<file path="config.mk">
export PLATFORM = sky130hd
export DESIGN_NAME = instr_fetch
export DESIGN_NICKNAME = d
export VERILOG_FILES = /design/src/rtl/fetch_pkg.sv /design/src/rtl/fetch_fifo.sv /design/src/rtl/instr_fetch.sv
export SDC_FILE = /design/constraint.sdc
export NUM_CORES = 1
export LEC_CHECK = 0
export CORE_MARGIN = 4
export CORE_UTILIZATION = 45
export DETAILED_ROUTE_END_ITERATION = 8
export GPL_ROUTABILITY_DRIVEN = 0
export MAX_ROUTING_LAYER = met4
export PLACE_DENSITY = 0.8
export SETUP_SLACK_MARGIN = 0.02
export SYNTH_ARGS = -nofsm -noshare
export SYNTH_HDL_FRONTEND = slang
export SYNTH_SLANG_ARGS = --single-unit
</file>
<file path="constraint.sdc">
create_clock -name clk -period 2.4 [get_ports clk]
set_input_delay 0.36 -clock clk [delete_from_list [all_inputs] [get_ports clk]]
set_output_delay 0.36 -clock clk [all_outputs]
set_load 0.01 [all_outputs]
</file>
<file path="src/rtl/fetch_pkg.sv">
// Shared definitions for the instruction fetch stage.
//   ADDR_W, DATA_W : PC / memory address width and instruction word width
//   RESET_PC       : PC loaded on reset
//   fetch_entry_t  : one prefetch buffer entry, {pc, instr}
package fetch_pkg;

   localparam int ADDR_W = 16;
   localparam int DATA_W = 16;
   localparam logic [ADDR_W-1:0] RESET_PC = 16'h0000;

   typedef struct packed {
      logic [ADDR_W-1:0] pc;
      logic [DATA_W-1:0] instr;
   } fetch_entry_t;

endpackage

</file>
<file path="src/rtl/fetch_fifo.sv">
// Prefetch buffer: DEPTH-entry register FIFO of fetch_entry_t.
//   clk, rst_n : clock, async active-low reset (clears pointers, count and entries)
//   push       : write wr_data at the tail (accepted when not full, or full with a pop)
//   pop        : advance the head (ignored when empty)
//   flush      : drop all entries; wins over push/pop
//   wr_data    : entry to write
//   head       : entry at the read pointer, straight from the registers
//   count      : occupied entries
//   full/empty : occupancy flags
module fetch_fifo
   import fetch_pkg::*;
#(
   parameter int DEPTH = 2,
   localparam int PTR_W = $clog2(DEPTH),
   localparam int CNT_W = PTR_W + 1
) (
   input  logic              clk,
   input  logic              rst_n,
   input  logic              push,
   input  logic              pop,
   input  logic              flush,
   input  fetch_entry_t      wr_data,
   output fetch_entry_t      head,
   output logic [CNT_W-1:0]  count,
   output logic              full,
   output logic              empty
);

   fetch_entry_t     entries [DEPTH];
   logic [PTR_W-1:0] wr_ptr;
   logic [PTR_W-1:0] rd_ptr;
   logic             push_en;
   logic             pop_en;

   assign full    = (count == CNT_W'(DEPTH));
   assign empty   = (count == '0);
   assign pop_en  = pop & ~empty;
   // A full buffer can take a new entry only if the head leaves in the same cycle.
   assign push_en = push & (~full | pop_en);
   assign head    = entries[rd_ptr];

   // DEPTH is a power of two, so the pointers wrap by plain overflow.
   always_ff @(posedge clk or negedge rst_n) begin
      if (!rst_n) begin
         wr_ptr <= '0;
         rd_ptr <= '0;
         count  <= '0;
         for (int i = 0; i < DEPTH; i++) begin
            entries[i] <= '0;
         end
      end else if (flush) begin
         wr_ptr <= '0;
         rd_ptr <= '0;
         count  <= '0;
      end else begin
         if (push_en) begin
            entries[wr_ptr] <= wr_data;
            wr_ptr          <= wr_ptr + PTR_W'(1);
         end
         if (pop_en) begin
            rd_ptr <= rd_ptr + PTR_W'(1);
         end
         count <= count + CNT_W'(push_en) - CNT_W'(pop_en);
      end
   end

endmodule

</file>
<file path="src/rtl/instr_fetch.sv">
// Instruction fetch stage in front of a combinational instruction memory.
// Holds the PC, drives the memory address, buffers {pc, instr} pairs and
// hands them to decode over a valid/ready handshake.
//   clk, rst_n      : clock, async active-low reset
//   mem_addr        : memory address (current PC)
//   mem_data        : memory read data for mem_addr, same cycle
//   halt            : stop fetching; buffered entries still drain
//   redirect_valid  : load redirect_target into the PC and flush the buffer
//   redirect_target : new PC
//   out_valid/ready : handshake with decode
//   out_instr/pc    : head entry of the buffer
//   buf_count       : occupied buffer entries
module instr_fetch
   import fetch_pkg::*;
#(
   parameter int DEPTH = 2,
   localparam int CNT_W = $clog2(DEPTH) + 1
) (
   input  logic              clk,
   input  logic              rst_n,
   output logic [ADDR_W-1:0] mem_addr,
   input  logic [DATA_W-1:0] mem_data,
   input  logic              halt,
   input  logic              redirect_valid,
   input  logic [ADDR_W-1:0] redirect_target,
   output logic              out_valid,
   input  logic              out_ready,
   output logic [DATA_W-1:0] out_instr,
   output logic [ADDR_W-1:0] out_pc,
   output logic [CNT_W-1:0]  buf_count
);

   logic [ADDR_W-1:0] pc;
   fetch_entry_t      head;
   fetch_entry_t      wr_entry;
   logic              full;
   logic              empty;
   logic              push;
   logic              pop;

   // Hiding the head during a redirect keeps a stale entry from being
   // accepted in the same cycle the buffer is flushed.
   assign out_valid = ~empty & ~redirect_valid;
   assign pop       = out_valid & out_ready;
   assign push      = ~halt & ~redirect_valid & (~full | pop);

   assign mem_addr  = pc;
   assign wr_entry  = {pc, mem_data};
   assign out_instr = head.instr;
   assign out_pc    = head.pc;

   // The PC advances only when its word is actually captured, so halt and
   // backpressure never skip or repeat an address. Wrap at 2^ADDR_W is silent.
   always_ff @(posedge clk or negedge rst_n) begin
      if (!rst_n) begin
         pc <= RESET_PC;
      end else if (redirect_valid) begin
         pc <= redirect_target;
      end else if (push) begin
         pc <= pc + ADDR_W'(1);
      end
   end

   fetch_fifo #(
      .DEPTH (DEPTH)
   ) u_fifo (
      .clk     (clk),
      .rst_n   (rst_n),
      .push    (push),
      .pop     (pop),
      .flush   (redirect_valid),
      .wr_data (wr_entry),
      .head    (head),
      .count   (buf_count),
      .full    (full),
      .empty   (empty)
   );

endmodule
</file>
==> flow_metrics.env <==
export IMPL_worstRegToRegCells=5
export IMPL_syn_nets=338
export IMPL_r2r_start="mem_addr[0]"
export IMPL_path_clk_slew_ns=0.08
export IMPL_row_count=34
export IMPL_ys_seq_area_frac=0.515
export IMPL_ys_types=35
export IMPL_p_per_area_nw_per_um2=802
export IMPL_routed_wl_um=8710
export IMPL_drive_above_1_share=0.322
export IMPL_synthCells=299
export IMPL_final_common_cell="clkdlybuf4s50_1"
export IMPL_synthToLayoutAreaGrowth_pct=29.9
export IMPL_maxSlewHeadroom=0.681
export IMPL_setup_violations=0
export IMPL_fillCellCount=700
export IMPL_core_area_um2=8760
export IMPL_hold_class="reg -> reg"
export IMPL_cts_root_buf="clkbuf_8"
export IMPL_clk_latency_ns=0.34
export IMPL_p_leak_uw=0.00218
export IMPL_critical_path_class="reg -> out"
export IMPL_fin_crit_sh=0.934
export IMPL_critical_path_depth=3
export IMPL_fin_crit_ns=2.24
export IMPL_fmax_mhz=446
export IMPL_min_delay_start="u_fifo.entries[48]"
export IMPL_fin_nets=430
export IMPL_reg2reg_slack_ns=0.45
export IMPL_routed_via_density=5.35
export IMPL_fin_skew_ns=0.00800
export IMPL_whs_path_depth=1
export IMPL_syn_area_um2=4080
export IMPL_setup_tns_ns=0
export IMPL_dieWidth_um=103
export IMPL_path_delay_family="buffers and inverters"
export IMPL_boundaryPins=88
export IMPL_clock_path_buffers=2
export IMPL_grt_max_degree=55
export IMPL_portBuffers=87
export IMPL_ys_ff_latch=84
export IMPL_grt_pass1_vias=2845
export IMPL_die_h_um=103
export IMPL_crit_buf_inv=2
export IMPL_avgSynthCellArea_um2=13.6
export IMPL_drt_initial_drc_count=65
export IMPL_ir_drop_mv=0.337
export IMPL_cp_end_kind="output port"
export IMPL_path_cells="buf_4 -> mux2_2 -> clkdlybuf4s50_1"
export IMPL_r2r_end="mem_addr[14]"
export IMPL_grt_total_usage=0.175
export IMPL_dp_hpwl_um=6150
export IMPL_synth_warnings=0
export IMPL_slowest_delay_ns=0.51
export IMPL_synthDominantCellAreaShare=0.515
export IMPL_overflow=0
export IMPL_worstPathMaxFanout=21
export IMPL_cts_sinks=84
export IMPL_ys_top_cells_by_area="dfrtp_1 (52%), mux2_2 (18%), mux2_4 (11%)"
export IMPL_num_antenna_cells=0
export IMPL_htreeDepth=3
export IMPL_report_final_slew_viol_count=0
export IMPL_via_count=2692
export IMPL_cts_buffers=9
export IMPL_rsz0062_at_grt="no"
export IMPL_antenna_found_initial=0
export IMPL_arrival_ns=1.88
export IMPL_worstMarginPinSlew_ns=0.474
export IMPL_dieArea_um2=10700
export IMPL_post_route_drc_count=0
export IMPL_grt_pass1_wl_um=14000
export IMPL_drtPass1Iterations=4
export IMPL_final_cell_mix="clkdlybuf4s50_1 (86), dfrtp_1 (84), mux2_2 (65)"
export IMPL_initial_core_util=0.466
export IMPL_startpoint_type="flip-flop"
export IMPL_wl_per_cell_um=17.3
export IMPL_cts_tree="done"
export IMPL_yosysTopAreaCell="dfrtp_1"
export IMPL_antenna_left=0
export IMPL_status="finished clean"
export IMPL_hold_violations=0
export IMPL_fin_hold_ws_ns=0.490
export IMPL_cp_required_ns=2.04
export IMPL_power_total_uw=4250
export IMPL_min_to="u_fifo.entries[48]"
export IMPL_cp_slowest_cell="clkdlybuf4s50_1"
export IMPL_timing_max_cap_violations=0
worst max path at each step:
stage | from | end | slack [ns]
final | u_fifo.rd_ptr | out_pc[15] | 0.16
after global routing | u_fifo.rd_ptr | out_pc[13] | 0.08
after CTS | u_fifo.rd_ptr | out_pc[15] | 0.13
after detailed placement | out_ready | mem_addr[14] | 0.13
after global placement | out_ready | mem_addr[14] | 0.18
after floorplan | mem_addr[0] | mem_addr[14] | 0.58
routing by layer:
metal	track usage	up-vias	routed length, um
li1	-	1259	-
met4	0.0448	0	101
met2	0.274	73	4150
met1	0.232	1351	4070
met5	-	-	0
met3	0.0409	9	390
stage by stage:
stage,cell area (um2),utilization,setup slack [ns],cells
2_1_floorplan,4080,-,0.578,299
3_3_place_gp,5110,0.583,0.183,487
3_5_place_dp,5110,0.583,0.125,487
4_1_cts,5300,0.605,0.128,503
5_1_grt,5300,0.605,0.0833,503
6_report,5300,0.605,0.158,503
kinds of logic (layout without fill, tap and decap cells):
logic type,count (synthesis),after routing,synth area share
AO/OA/AOI/OAI,20,20,0.0319
AND/OR/NAND/NOR,61,61,0.0923
flip-flops,84,84,0.515
adder cells (fa/ha/maj),2,2,0.00613
XOR/XNOR,11,11,0.0236
buffers and inverters,20,116,0.0258
multiplexers,101,101,0.305
power breakdown:
group	total (uW)	internal (uW)	leakage, uW	switching [uW]
combinational	1300	868	0.00108	431
clock	971	504	0.0000935	467
sequential	1980	1760	0.00101	224
total	4250	3130	0.00218	1120
sequential cells by signal, indices dropped and copies added, names as in the netlist:
register        flops
mem_addr           16
u_fifo.wr_ptr       1
u_fifo.count        2
u_fifo.rd_ptr       1
u_fifo.entries     64
layout make-up:
cell class | count | area, um2 | area share
multi-input cells | 195 | 1880 | 0.355
clock inverters | 2 | 35.0 | 0.00661
flip-flops and latches | 84 | 2100 | 0.397
clock buffers | 13 | 149 | 0.0281
repair buffers | 100 | 993 | 0.187
inverters | 1 | 3.75 | 0.000708
well taps | 108 | 135 | 0.0255
synthesized netlist by cell type:
| cell | number |
|---|---|
| nand3_1 | 4 |
| nor3_1 | 5 |
| xor2_1 | 3 |
| nor2_1 | 10 |
| mux2_2 | 65 |
| nor4_1 | 4 |
| clkbuf_1 | 8 |
| nor3b_4 | 1 |
| mux2_4 | 30 |
| buf_2 | 6 |
| nand4_1 | 4 |
| nor3b_1 | 4 |
| a22oi_1 | 2 |
| nand3_2 | 1 |
| nand2_1 | 13 |
| ha_1 | 2 |
| or3_1 | 1 |
| o21ai_0 | 12 |
| o31ai_1 | 1 |
| buf_6 | 3 |
| nand4b_4 | 1 |
| and2_1 | 1 |
| o31a_1 | 2 |
| mux2_1 | 2 |
| nand2b_1 | 2 |
| nor2b_1 | 4 |
| dfrtp_1 | 84 |
| nor4_2 | 3 |
| buf_1 | 2 |
| nor4b_1 | 2 |
| xnor2_1 | 8 |
| nand3b_1 | 1 |
| a221o_1 | 3 |
| mux2i_1 | 4 |
| inv_1 | 1 |
what timing repair did:
action / CTS / global route
hold buffers: 1 / 0
endpoints found under the hold margin: 30 / 0
buffers inserted: 0 / 0
resized for setup: 0 / 0
No activity file was read; power rests on OpenSTA's default activity.
